$ cat src/rtl/fnd_sched_pkg.sv
// Shared definitions for the FND page scheduler.
//   state_t  : scheduler FSM states (IDLE, SHOW_LO, SHOW_HI)
//   OWN_*    : codes driven on the owner output
package fnd_sched_pkg;

  typedef enum logic [1:0] {
    ST_IDLE    = 2'd0,
    ST_SHOW_LO = 2'd1,
    ST_SHOW_HI = 2'd2
  } state_t;

  localparam logic [1:0] OWN_NONE = 2'b00;
  localparam logic [1:0] OWN_0    = 2'b01;
  localparam logic [1:0] OWN_1    = 2'b10;

endpackage

$ cat src/rtl/fnd_ms_tick.sv
// Free-running prescaler producing a one-cycle tick every TICK_CYCLES clocks.
//   clk   : system clock
//   reset : synchronous active-high reset (counter to 0)
//   tick  : high for one cycle while the counter sits at TICK_CYCLES-1
module fnd_ms_tick #(
  parameter int unsigned TICK_CYCLES = 100_000
) (
  input  logic clk,
  input  logic reset,
  output logic tick
);

  localparam int unsigned CW = (TICK_CYCLES > 1) ? $clog2(TICK_CYCLES) : 1;
  localparam logic [CW-1:0] CNT_LAST = CW'(TICK_CYCLES - 1);

  logic [CW-1:0] cnt;

  always_ff @(posedge clk) begin
    if (reset) begin
      cnt <= '0;
    end else if (cnt == CNT_LAST) begin
      cnt <= '0;
    end else begin
      cnt <= cnt + 1'b1;
    end
  end

  assign tick = (cnt == CNT_LAST);

endmodule

$ cat src/rtl/fnd_page_scheduler.sv
// Time-shares a 4-digit FND display between two requesters. Each 32-bit word
// is shown as a lower-half page then an upper-half page, PAGE_MS ticks each.
//   clk, reset    : clock, synchronous active-high reset
//   req0/req1     : one-cycle request pulses; data0/data1 sampled with them
//   ack0/ack1     : one-cycle pulse the cycle after a request is captured
//   disp_data     : word presented to the FND controller
//   show_hi       : 1 = upper 16 bits, 0 = lower 16 bits
//   owner         : OWN_NONE / OWN_0 / OWN_1
module fnd_page_scheduler
  import fnd_sched_pkg::*;
#(
  parameter int unsigned TICK_CYCLES = 100_000,
  parameter int unsigned PAGE_MS     = 1000
) (
  input  logic        clk,
  input  logic        reset,
  input  logic        req0,
  input  logic        req1,
  input  logic [31:0] data0,
  input  logic [31:0] data1,
  output logic        ack0,
  output logic        ack1,
  output logic [31:0] disp_data,
  output logic        show_hi,
  output logic [1:0]  owner
);

  localparam int unsigned PW = (PAGE_MS > 1) ? $clog2(PAGE_MS) : 1;
  localparam logic [PW-1:0] PG_LAST = PW'(PAGE_MS - 1);

  logic tick;

  fnd_ms_tick #(.TICK_CYCLES(TICK_CYCLES)) u_tick (
    .clk   (clk),
    .reset (reset),
    .tick  (tick)
  );

  state_t        state, state_n;
  logic          pend0, pend1, pend0_n, pend1_n;
  logic [31:0]   word0, word1, word0_n, word1_n;
  logic [31:0]   disp_n;
  logic [1:0]    owner_n;
  logic          rr, rr_n;          // requester that wins a tie
  logic [PW-1:0] pg, pg_n;
  logic          has0, has1, pick0;

  always_ff @(posedge clk) begin
    if (reset) begin
      state <= ST_IDLE;
    end else begin
      state <= state_n;
    end
  end

  always_ff @(posedge clk) begin
    if (reset) begin
      pend0     <= 1'b0;
      pend1     <= 1'b0;
      word0     <= '0;
      word1     <= '0;
      disp_data <= '0;
      owner     <= OWN_NONE;
      rr        <= 1'b0;
      pg        <= '0;
      ack0      <= 1'b0;
      ack1      <= 1'b0;
    end else begin
      pend0     <= pend0_n;
      pend1     <= pend1_n;
      word0     <= word0_n;
      word1     <= word1_n;
      disp_data <= disp_n;
      owner     <= owner_n;
      rr        <= rr_n;
      pg        <= pg_n;
      ack0      <= req0;
      ack1      <= req1;
    end
  end

  assign show_hi = (state == ST_SHOW_HI);

  always_comb begin
    state_n = state;
    pend0_n = pend0 | req0;
    pend1_n = pend1 | req1;
    word0_n = req0 ? data0 : word0;
    word1_n = req1 ? data1 : word1;
    disp_n  = disp_data;
    owner_n = owner;
    rr_n    = rr;
    pg_n    = pg;
    has0    = 1'b0;
    has1    = 1'b0;
    pick0   = 1'b0;

    unique case (state)
      ST_IDLE: begin
        // A request sampled on this edge is granted directly, bypassing the
        // pending buffer.
        has0  = pend0 | req0;
        has1  = pend1 | req1;
        pick0 = has0 && (!has1 || (rr == 1'b0));
        if (has0 || has1) begin
          if (pick0) begin
            disp_n  = req0 ? data0 : word0;
            owner_n = OWN_0;
            pend0_n = 1'b0;
            rr_n    = 1'b1;
          end else begin
            disp_n  = req1 ? data1 : word1;
            owner_n = OWN_1;
            pend1_n = 1'b0;
            rr_n    = 1'b0;
          end
          pg_n    = '0;
          state_n = ST_SHOW_LO;
        end
      end

      ST_SHOW_LO: begin
        if (tick) begin
          if (pg == PG_LAST) begin
            pg_n    = '0;
            state_n = ST_SHOW_HI;
          end else begin
            pg_n = pg + 1'b1;
          end
        end
      end

      ST_SHOW_HI: begin
        if (tick) begin
          if (pg == PG_LAST) begin
            // Page boundary: only already-registered pending words compete;
            // a req on this same edge lands in the buffer for the next one.
            // The other requester always wins here, which is the round-robin
            // rule since the current owner was the last one granted.
            if (owner == OWN_0) begin
              pick0 = !pend1 && pend0;
              if (pend1 || pend0) begin
                if (pick0) begin
                  disp_n  = word0;
                  pend0_n = req0;
                end else begin
                  disp_n  = word1;
                  owner_n = OWN_1;
                  pend1_n = req1;
                end
              end
            end else begin
              pick0 = pend0;
              if (pend0 || pend1) begin
                if (pick0) begin
                  disp_n  = word0;
                  owner_n = OWN_0;
                  pend0_n = req0;
                end else begin
                  disp_n  = word1;
                  pend1_n = req1;
                end
              end
            end
            rr_n    = (owner_n == OWN_0) ? 1'b1 : 1'b0;
            pg_n    = '0;
            state_n = ST_SHOW_LO;
          end else begin
            pg_n = pg + 1'b1;
          end
        end
      end

      default: begin
        state_n = ST_IDLE;
      end
    endcase
  end

endmodule

$ cat config.mk
export PLATFORM = sky130hd
export DESIGN_NAME = fnd_page_scheduler
export DESIGN_NICKNAME = d
export VERILOG_FILES = /design/src/rtl/fnd_sched_pkg.sv /design/src/rtl/fnd_ms_tick.sv /design/src/rtl/fnd_page_scheduler.sv
export SDC_FILE = /design/constraint.sdc
export NUM_CORES = 1
export LEC_CHECK = 0
export CELL_PAD_IN_SITES_DETAIL_PLACEMENT = 0
export CELL_PAD_IN_SITES_GLOBAL_PLACEMENT = 1
export CORE_UTILIZATION = 37
export DETAILED_ROUTE_END_ITERATION = 12
export GPL_TIMING_DRIVEN = 0
export PLACE_DENSITY_LB_ADDON = 0.1
export SYNTH_ARGS = -nofsm -noshare
export SYNTH_HDL_FRONTEND = slang
export SYNTH_SLANG_ARGS = --single-unit
$ cat constraint.sdc
create_clock -name clk -period 2.1 [get_ports clk]
set_input_delay 0.42 -clock clk [delete_from_list [all_inputs] [get_ports clk]]
set_output_delay 0.42 -clock clk [all_outputs]
set_load 0.02 [all_outputs]
# Word level (Yosys, flattened, before mapping)
# Cells that the tools add are included.
op_classes:
  addsub: 2
  eq_ne: 13
  mux: 61
  n_bitwise: 3
  reduce_logical: 16
ops:
  columns: ["operator", "count"]
  rows:
  - ["$mux W32", 11]
  - ["$pmux W32 S2", 1]
  - ["$mux W2", 17]
  - ["$mux W10", 3]
  - ["$mux W1", 23]
  - ["$pmux W10 S2", 1]
  - ["$add A17 B1 Y17 const B", 1]
  - ["$eq A17 B17 Y1 const B", 1]
  - ["$add A10 B1 Y10 const B", 1]
  - ["$eq A10 B10 Y1 const B", 1]
  - ["$reduce_and A5 Y1", 2]
  - ["$ne A2 B1 Y1 const B", 4]
  - ["$eq A2 B1 Y1 const B", 3]
  - ["$ne A2 B2 Y1 const B", 3]
  - ["$pmux W1 S2", 3]
  - ["$pmux W2 S3", 1]
  - ["$pmux W2 S2", 1]
  - ["$reduce_and A4 Y1", 1]
  - ["$reduce_bool A2 Y1", 2]
  - ["$reduce_or A2 Y1", 2]
  - ["$logic_or A1 B1 Y1", 3]
  - ["$reduce_and A3 Y1", 1]
  - ["$eq A2 B2 Y1 const B", 1]
  - ["$logic_and A1 B1 Y1", 2]
  - ["other kinds (4)", 6]
totals:
  register_bits: 132
  in_bits: 68
  out_inout_bits: 37
  wordCells: 107

# Depth between registers and ports, before layout
# Gate-level depths: netlist (run 1).
logic_depth:
  word_depth: 13
  mapped_depth: 9
  mapped_depth_nobuf: 7

# Modules after synthesis
# A second synthesis (run 1) with hierarchy kept.
hier_totals:
  hier_cells: 728
  hier_area_um2: 6558.8
by_module_without_submodules:
  columns: ["module", "n_inst", "cells_per_inst", "area_each_um2", "seq_area_each_um2"]
  rows:
  - ["fnd_page_scheduler", 1, 640, 5761.8, 2302.2]
  - ["fnd_ms_tick", 1, 88, 797.0, 340.3]

# Worst setup path before layout (run 1)
# OpenSTA, ideal clock, no wires.
synth_timing:
  kind: "flip-flop to flip-flop"
  from: "register u_tick.cnt[0]"
  to: "register disp_data[0]"
  setup_ns: 0.120
  arrival_time_ns: 1.972
  required_time_ns: 1.980
  setup_slack_ns: 0.008
  path_stages_with_launch: 10
  path_buffers: 3
  synth_period_minus_slack_ns: 2.092
  cell_sequence: "dfxtp_1 > ha_1 > and4_1 > buf_6 > nand4_4 > o31a_1 > a211o_1 > buf_6 > buf_12 > mux2i_1"
synth_via:
  elab_chain_cells: 3
synth_rtl:
  columns: ["element", "line", "text"]
  rows:
  - ["from (decl)", "fnd_ms_tick.sv:16", "logic [CW-1:0] cnt;"]
  - ["from (signal assigned)", "fnd_ms_tick.sv:24", "cnt <= cnt + 1'b1;"]
  - ["$eq A17 B17 Y1", "fnd_ms_tick.sv:28", "assign tick = (cnt == CNT_LAST);"]
  - ["$ne A2 B1 Y1 (no source line)", null, null]
  - ["$reduce_and A5 Y1 (no source line)", null, null]
  - ["to (signal assigned)", "fnd_page_scheduler.sv:73", "disp_data <= disp_n;"]
  - ["to (decl)", "fnd_page_scheduler.sv:23", "output logic [31:0] disp_data,"]
# Every way passes these cells.
# A chain may end at the register's enable or synchronous reset.

# Worst setup path after layout (run 1)
layout_timing:
  from: "register u_tick.cnt[0]"
  to: "register disp_data[16]"
# Same word-level chain as after synthesis.

==> results.py, run 1 <==
metrics = {
    "logic_synthesis": {
        "netlist.top_cell.by_area": "dfxtp_1",
        "synth_area_leaders": "dfxtp_1, mux2i_1, mux2_2",
        "synth_edf_count": 0,
        "ys_seq_area_share_pct": 39.1,
        "synth-async-reset-ratio_pct": 0,
        "synthTopCellsByCount": "dfxtp_1, mux2i_1, nor2_1, clkbuf_1",
        "synth_top_cell_area_share_pct": 39.1,
        "avgSynthCellArea_um2": 8.90,
        "ys_seq_elements": 132,
        "synth_most_common_cell": "dfxtp_1",
        "syn_area_um2": 6760,
        "syn_nets": 832,
        "synth_flop_cell": "dfxtp_1",
        "synth_cell_types": 55,
        "synthCells": 759,
        "ys_warn_count": 0,
    },
    "timing": {
        "holdWs_ns": 0.475,
        "setup_violations": 0,
        "max_freq_ghz": 0.478,
        "final-hold-violation-count": 0,
        "period_needed_ns": 2.09,
        "skew_ns": 0.00574,
        "timing.final.crit_share_pct": 99.6,
        "final_max_slew_viol_count": 0,
        "rsz0062_at_grt": "yes",
        "max_slew.worst_pin.slew_ns": 0.956,
        "maxSlewHeadroom_pct": 36.2,
    },
    "floorplan": {
        "die_h_um": 137,
        "rows": 49,
        "initial_core_util_pct": 37.7,
        "chipWidth_um": 137,
        "pin_count": 105,
        "core_area_um2": 17900,
        "design.die.area_um2": 18800,
    },
    "placed_design": {
        "port_buffers": 101,
        "dp.cells": 1089,
        "gp_congestion": 0.832,
        "dp.final_hpwl_um": 14200,
    },
    "global_route": {
        "grt_pass1_wl_um": 31900,
        "grt_max_degree": 17,
        "grt_pass1_vias": 5942,
        "grt_antenna_before_repair": 0,
        "grt_usage_pct": 22.3,
        "grt-ovfl-total": 0,
    },
    "pwr": {
        "p_leak_nw": 3.37,
        "p_per_area_nw_per_um2": 893,
        "peakVddDrop_mv": 0.589,
    },
    "min_path": {
        "hold_path.class": "register to register",
        "hold-path-cell-count": 2,
    },
    "job": {
        "maxCapViolations": 0,
    },
    "worst_setup_path": {
        "arrival_ns": 2.39,
        "path_class": "register to register",
        "rr_worst_depth": 9,
        "crit_path_end_kind": "register",
        "r2r_setup_slack_ns": 0.009,
        "cp.required_ns": 2.40,
        "worst-path-max-fanout": 10,
        "cp-start-kind": "register",
    },
    "clock_network": {
        "cts_made_buffers": 17,
        "clk_path_buf_depth": 2,
        "htreeDepth": 4,
        "clk_latency_ns": 0.41,
        "cts_tree": "done",
        "clkTransAtPathRegs_ns": 0.06,
        "cts.sinks": 132,
        "hold_buffers": 0,
        "cts_root_buf": "clkbuf_16",
    },
    "route": {
        "wire_per_inst_um": 18.7,
        "firstDrtPassIters": 5,
        "final_antenna_net_count": 0,
        "wl_um": 21100,
        "drc": 0,
        "num_vias": 6177,
        "vias_per_cell": 5.47,
        "drt_iter0_markers": 391,
    },
    "status": {
        "status": "complete, no violations",
    },
    "layout": {
        "n_fill_cell": 1683,
        "final_core_util_pct": 49.6,
        "nets": 961,
        "antenna_cells": 0,
        "drive_gt1_share_pct": 13.3,
        "syn2layout_area_growth_pct": 31.3,
        "finalNonFillerCells": 1129,
    },
}
==> critical path: stages (launching register included) <==
cell and delay [ns]:
dfxtp_2 0.35, ha_4 0.14, and4_1 0.21, buf_6 0.12, nand4_4 0.15, o31a_1 0.30, a211o_1 0.24, buf_6 0.17
buf_12 0.16, mux2i_1 0.12
==> repair_timing <==
item / 4_1_cts / 5_1_grt
endpoints found under the setup margin: 47 / 45
pin swaps: 1 / 1
resized for setup: 10 / 29
setup buffers: 4 / 5
cloned: 0 / 2
==> flip-flops by register name (all words and copies together), names as in the netlist <==
| name | count |
|---|---|
| rr | 1 |
| word1 | 32 |
| pg | 10 |
| owner | 2 |
| state | 2 |
| pend1 | 1 |
| ack0 | 1 |
| ack1 | 1 |
| u_tick.cnt | 17 |
| word0 | 32 |
| disp_data | 32 |
| pend0 | 1 |
==> layout by cell type, fill, tap and decap left out, types with 5 or more instances in the layout <==
cell type,n
clkbuf_8,5
nand3_1,40
nand2_1,10
mux2_2,31
inv_1,7
clkbuf_16,19
nor3_1,35
o21ai_0,45
a21oi_1,45
clkdlybuf4s50_1,100
o21bai_1,32
xor2_1,13
nor2b_1,35
dfxtp_1,130
nor2_1,66
buf_6,6
nand4_1,6
nand2b_1,33
buf_4,9
clkbuf_2,14
mux2i_1,67
a211oi_1,35
clkbuf_1,37
==> power breakdown <==
part	total (W)	switching [W]	internal (W)	leakage, nW
Sequential	0.00284	0.000121	0.00272	1.08
Clock	0.00321	0.00111	0.00210	0.308
Combinational	0.00187	0.000949	0.000919	1.98
Total	0.00792	0.00218	0.00574	3.37
==> stage by stage <==
| step | cell area [um^2] | setup TNS, ns | power (W) | setup slack, ns |
|---|---|---|---|---|
| floorplan | 6760 | 0 | 0.00397 | 0.00767 |
| global placement | 8050 | -26.08 | 0.00462 | -0.571 |
| detailed placement | 8050 | -27.56 | 0.00465 | -0.599 |
| CTS | 8730 | 0 | 0.00788 | 0.00294 |
| global route | 8870 | -1.41 | 0.00825 | -0.0585 |
| finish | 8870 | 0 | 0.00792 | 0.00868 |
==> per-layer routing <==
metal | global-route usage, % | up-vias | wire, um | part of all wire, %
li1 | - | 2952 | - | -
met1 | 29.4 | 2964 | 9560 | 45
met2 | 35.8 | 228 | 9780 | 46
met3 | 4.70 | 33 | 1360 | 6.4
met4 | 8.06 | 0 | 405 | 1.9
met5 | 0 | - | 0 | 0
==> final timing paths <==
path            startpoint             to
max          u_tick.cnt[0]  disp_data[16]
min           disp_data[4]   disp_data[4]
max reg2reg  u_tick.cnt[0]  disp_data[16]
min reg2reg   disp_data[4]   disp_data[4]
==> logic make-up after synthesis <==
family,Yosys count,synth area share (%)
compound gates,174,16.1
xor+xnor,15,1.94
fa+ha+maj,5,0.926
buf+inv,75,5.87
flops,132,39.1
mux,98,15.1
simple gates,260,20.9
==> area by class of cell <==
class	count	area, um^2	share of cell area, %
multi-input combinational	552	3770	42.5
clock inverter	9	150	1.69
tap	229	287	3.23
inverter	8	32.5	0.367
clock buffer	22	484	5.46
sequential	132	2650	29.8
timing repair buffer	112	1130	12.7
buffer	65	377	4.25
(Power assumes the default switching activity.)
==> run 2, diff against run 1 <==
- SYNTH_HIERARCHICAL: default -> 1
==> results.py, run 2 <==
metrics = {
    "worst_setup_path": {
        "cp_common_cell": "buf_12",
        "cp.required_ns": 2.42,
        "r2r_setup_slack_ns": 0.04,
        "crit_path_end_kind": "register",
        "cp-start-kind": "register",
        "arrival_ns": 2.38,
        "rr_worst_depth": 9,
        "path_class": "register to register",
        "timing.rr.start": "state[1]",
        "crit_buf_inv": 5,
        "crit_chain": "inv_1 > ha_1 > clkbuf_4 > nor3b_4 > buf_4 > a21o_4 > buf_12 > buf_12 > a311oi_1",
        "critPathSlowestCell": "dfxtp_1",
        "crit_family": "buffers and inverters",
        "worst-path-max-fanout": 10,
        "max_stage_delay_ns": 0.36,
        "r2r_end": "disp_data[9]",
    },
    "min_path": {
        "hold-path-cell-count": 3,
        "hold_start": "req1",
        "hold_path.class": "input port to register",
        "hold_end": "word1[20]",
    },
    "route": {
        "num_vias": 6445,
        "drc": 0,
        "firstDrtPassIters": 5,
        "wl_um": 22600,
        "vias_per_cell": 5.79,
        "drt_iter0_markers": 485,
        "wire_per_inst_um": 20.3,
        "final_antenna_net_count": 0,
    },
    "timing": {
        "max_freq_ghz": 0.486,
        "setup_violations": 0,
        "final_max_slew_viol_count": 0,
        "period_needed_ns": 2.06,
        "max_slew.worst_pin.slew_ns": 0.717,
        "fin_ws_ns": 0.0403,
        "final-hold-violation-count": 0,
        "skew_ns": 0.00650,
        "timing.final.crit_share_pct": 98.1,
        "rsz0062_at_grt": "yes",
        "setup_tns_ns": 0,
        "maxSlewHeadroom_pct": 52.2,
        "holdWs_ns": 0.441,
    },
    "logic_synthesis": {
        "ys_seq_area_share_pct": 40.3,
        "synth_area_leaders": "dfxtp_1, mux2i_1, mux2_2",
        "synth-async-reset-ratio_pct": 0,
        "synthCells": 728,
        "synthTopCellsByCount": "dfxtp_1, nor2_1, a21oi_1, nand2_1, mux2i_1",
        "synth_edf_count": 0,
        "synth_most_common_cell": "dfxtp_1",
        "ys_seq_elements": 132,
        "synth_flop_cell": "dfxtp_1",
        "ys_warn_count": 6,
        "synth_top_cell_area_share_pct": 40.3,
        "syn_nets": 803,
        "syn_area_um2": 6560,
        "netlist.top_cell.by_area": "dfxtp_1",
        "avgSynthCellArea_um2": 9.01,
        "synth_cell_types": 58,
    },
    "placed_design": {
        "pre_cts_ws_ns": -0.520,
        "gp_congestion": 0.824,
        "place_area_um2": 7870,
        "dp.final_hpwl_um": 15100,
        "port_buffers": 102,
    },
    "global_route": {
        "grt_pass1_wl_um": 35300,
        "grt_max_degree": 17,
        "grt_pass1_vias": 6460,
        "grt-ovfl-total": 0,
        "grt_antenna_before_repair": 0,
        "grt_usage_pct": 25.4,
    },
    "pwr": {
        "p_total_w": 0.0110,
        "p_leak_nw": 3.29,
        "peakVddDrop_mv": 0.688,
        "p_per_area_nw_per_um2": 1220,
    },
    "clock_network": {
        "cts.sinks": 132,
        "cts_tree": "done",
        "clk_latency_ns": 0.42,
        "clk_path_buf_depth": 2,
        "cts_made_buffers": 17,
        "clkTransAtPathRegs_ns": 0.05,
        "cts_root_buf": "clkbuf_16",
        "htreeDepth": 4,
        "hold_buffers": 0,
    },
    "layout": {
        "final_common_cell": "dfxtp_1",
        "drive_gt1_share_pct": 19.3,
        "nets": 953,
        "fin_area_um2": 8990,
        "antenna_cells": 0,
        "mostFrequentLayoutCells": "dfxtp_1, clkdlybuf4s50_1, nor2_1, nand2_1, a21oi_1",
        "top_regs": "disp_data x32, word0 x32, word1 x32",
        "syn2layout_area_growth_pct": 37.1,
    },
    "floorplan": {
        "core_area_um2": 17300,
        "chipWidth_um": 135,
        "pin_count": 105,
        "design.die.area_um2": 18300,
        "die_h_um": 135,
        "rows": 48,
        "initial_core_util_pct": 37.9,
    },
    "job": {
        "maxCapViolations": 0,
    },
    "status": {
        "status": "complete, no violations",
    },
}
[run 2: cell types whose count changed in the layout (fill, tap and decap cells not counted), sizes merged, moves of 32 or more]
cell,previous run,this run
nor2b,35,3
nand2b,33,1
nand2,10,44
o211ai,0,33
buf,22,62
a31oi,2,34
o21bai,32,0
[run 2: stage by stage]
stage	utilization, %	cells
finish	52.0	1114
global route	52.0	1114
CTS	51.0	1108
floorplan	-	728
global placement	45.5	1055
detailed placement	45.5	1055
[run 2: worst max path at each step]
| stage | end | depth (start not counted) | from |
|---|---|---|---|
| 2_1_floorplan | pg[5] | 9 | u_tick/cnt[0] |
| 3_3_place_gp | disp_data[3] | 9 | u_tick/cnt[0] |
| 3_5_place_dp | disp_data[7] | 10 | u_tick/cnt[0] |
| 4_1_cts | disp_data[7] | 11 | u_tick/cnt[5] |
| 5_1_grt | disp_data[4] | 11 | u_tick/cnt[10] |
| 6_report | disp_data[9] | 9 | state[1] |
[run 2: worst register-to-register path, delay by kind of cell (launching register included)]
family          cells  cell delay (ns)
compound gates      2             0.45
fa+ha+maj           1             0.22
simple gates        1             0.18
flops               1             0.36
buf+inv             5             0.77
[run 2: metal layers]
metal	wire length (um)	global-route usage, %	up-vias
li1	-	-	3019
met1	10400	34.4	3123
met2	10200	40.3	267
met3	1570	4.56	36
met4	449	9.49	0
met5	0	0	-
[run 2: what timing repair did]
action                                  in CTS  in global routing
gates cloned                                 3                  0
endpoints found under the setup margin      49                 58
resized for setup                           43                 41
buffers inserted                            22                  6
pin swaps                                   18                 11
[run 2: kinds of logic after synthesis]
| family | count (synthesis) | synth area share, % |
|---|---|---|
| compound gates | 233 | 24.1 |
| xor+xnor | 17 | 2.27 |
| fa+ha+maj | 7 | 1.34 |
| buf+inv | 78 | 5.57 |
| flops | 132 | 40.3 |
| mux | 69 | 11.1 |
| simple gates | 192 | 15.3 |
[run 2: power by group]
group          switching (W)  internal, W
clock                0.00108      0.00182
sequential          0.000339      0.00298
combinational        0.00264      0.00213
[run 2: cell type report]
cell class,instances,area [um^2]
plain buffers,67,402
multi-input cells,518,3680
repair buffers,133,1380
well taps,225,282
fillers,1655,8300
clock buffers,25,485
flip-flops and latches,132,2660
inverters,9,33.8
clock inverters,5,75.1
==> run 3, diff against run 2 <==
- PLACE_DENSITY: default -> 0.73
- PLACE_DENSITY_LB_ADDON: 0.1 -> default
- REMOVE_ABC_BUFFERS: default -> 1
==> results.py, run 3 (synthesized netlist as in run 2, its figures left out) <==
metrics = {
    "pwr": {
        "p_per_area_nw_per_um2": 1280,
        "p_leak_nw": 3.20,
        "peakVddDrop_mv": 0.801,
        "power.switching_w": 0.00427,
        "pwr-share-comb_pct": 43.0,
        "power.internal_w": 0.00711,
        "power_frac_clock_pct": 27.6,
        "p_seq_share_pct": 29.4,
        "swShare_pct": 37.5,
    },
    "floorplan": {
        "initial_core_util_pct": 37.9,
        "design.die.area_um2": 18300,
        "rows": 48,
        "chipWidth_um": 135,
        "pin_count": 105,
        "die_h_um": 135,
        "core_area_um2": 17300,
    },
    "clock_network": {
        "clk_latency_ns": 0.43,
        "hold_buffers": 0,
        "htreeDepth": 4,
        "cts_tree": "done",
        "clkTransAtPathRegs_ns": 0.06,
        "cts.sinks": 132,
        "clk_path_buf_depth": 2,
        "cts_made_buffers": 17,
        "cts_root_buf": "clkbuf_16",
    },
    "layout": {
        "mostFrequentLayoutCells": "dfxtp_1, clkdlybuf4s50_1, nor2_1, nand2_1, a21oi_1",
        "n_fill_cell": 1572,
        "register_area_um2": 2650,
        "top_regs": "disp_data x32, word0 x32, word1 x32",
        "final_common_cell": "dfxtp_1",
        "syn2layout_area_growth_pct": 36.1,
        "multiInputGateArea_um2": 3760,
        "antenna_cells": 0,
        "drive_gt1_share_pct": 17.9,
        "finalNonFillerCells": 1067,
        "nets": 905,
    },
    "job": {
        "maxCapViolations": 0,
    },
    "global_route": {
        "grt_pass1_wl_um": 35900,
        "grt_max_degree": 78,
        "grt_usage_pct": 26.1,
        "grt_pass1_vias": 6488,
        "grt-ovfl-total": 0,
        "grt_antenna_before_repair": 0,
    },
    "timing": {
        "setup_violations": 10,
        "period_needed_ns": 2.12,
        "final_max_slew_viol_count": 0,
        "timing.final.crit_share_pct": 101,
        "max_freq_ghz": 0.471,
        "maxSlewHeadroom_pct": 27.5,
        "fin_ws_ns": -0.0234,
        "max_slew.worst_pin.slew_ns": 1.09,
        "rsz0062_at_grt": "yes",
        "holdWs_ns": 0.478,
        "setup_tns_ns": -0.130,
        "final-hold-violation-count": 0,
        "skew_ns": 0.00919,
    },
    "route": {
        "drt_iter0_markers": 659,
        "num_vias": 6531,
        "vias_per_cell": 6.12,
        "drc": 0,
        "firstDrtPassIters": 5,
        "final_antenna_net_count": 0,
        "wl_um": 23900,
        "wire_per_inst_um": 22.4,
    },
    "worst_setup_path": {
        "cp.required_ns": 2.41,
        "arrival_ns": 2.43,
        "path_class": "register to register",
        "cp-start-kind": "register",
        "crit_path_end_kind": "register",
        "worstSetupStartpoint": "u_tick/cnt[1]",
        "worst-path-max-fanout": 8,
        "timing.rr.start": "u_tick/cnt[1]",
    },
    "status": {
        "violations": "negative setup slack",
        "status": "finished with violations",
    },
    "placed_design": {
        "gp_congestion": 0.811,
        "dp.cells": 999,
        "dp.final_hpwl_um": 12200,
        "port_buffers": 104,
    },
    "min_path": {
        "hold_start": "pg[9]",
        "hold_path.class": "register to register",
    },
}
run 3: critical path, stage by stage, from the launching register on:
cell and delay (ns):
dfxtp_4 0.36, ha_4 0.13, nand4_1 0.16, nor2_2 0.17, and3_4 0.23, inv_4 0.04, nor4_4 0.13, buf_6 0.16
buf_12 0.13, buf_12 0.13, a211oi_1 0.07, a311oi_1 0.29
run 3: what timing repair did:
item / 4_1_cts / 5_1_grt
pin swaps: 18 / 12
gates resized for setup: 28 / 18
cloned: 6 / 2
setup endpoints to repair: 81 / 47
buffers inserted: 21 / 8
run 3: stage by stage:
step           util (%)  instance area (um^2)  power [W]  worst slack (ns)
2_1_floorplan         -                  6230    0.00553             -2.70
3_3_place_gp       43.6                  7550    0.00719             -6.01
3_5_place_dp       45.0                  7780    0.00745             -2.11
4_1_cts            50.7                  8770     0.0111           -0.0228
5_1_grt            51.6                  8920     0.0118            -0.101
6_report           51.6                  8920     0.0114           -0.0234
run 3: path summary, 6_finish.rpt:
check,end,depth (start not counted),slack [ns]
setup / recovery,disp_data[3],11,-0.02
hold / removal,pg[9],2,0.48
setup reg to reg,disp_data[3],11,-0.02
hold reg to reg,pg[9],2,0.48
run 3: layout make-up:
class / instances / share of cell area (%)
clock buffers: 22 / 5.20
clock inverters: 9 / 1.71
inverters: 9 / 0.547
multi-input cells: 525 / 42.1
flip-flops and latches: 132 / 29.7
well taps: 225 / 3.15
repair buffers: 145 / 17.6
run 3: power by group through the flow:
| stage | clock (W) | sequential [W] | combinational, W |
|---|---|---|---|
| detailed placement | 0 | 0.00335 | 0.00409 |
| global placement | 0 | 0.00341 | 0.00378 |
| CTS | 0.00319 | 0.00332 | 0.00459 |
| floorplan | 0 | 0.00371 | 0.00182 |
| finish | 0.00315 | 0.00334 | 0.00490 |
| global route | 0.00332 | 0.00338 | 0.00515 |
run 3: metal layers:
layer | GRT usage, % | vias to the layer above | share of wire (%)
li1 | - | 2937 | -
met1 | 33.3 | 3173 | 42
met2 | 42.3 | 368 | 47
met3 | 5.09 | 53 | 8.8
met4 | 11.9 | 0 | 2.6
met5 | 0 | - | 0
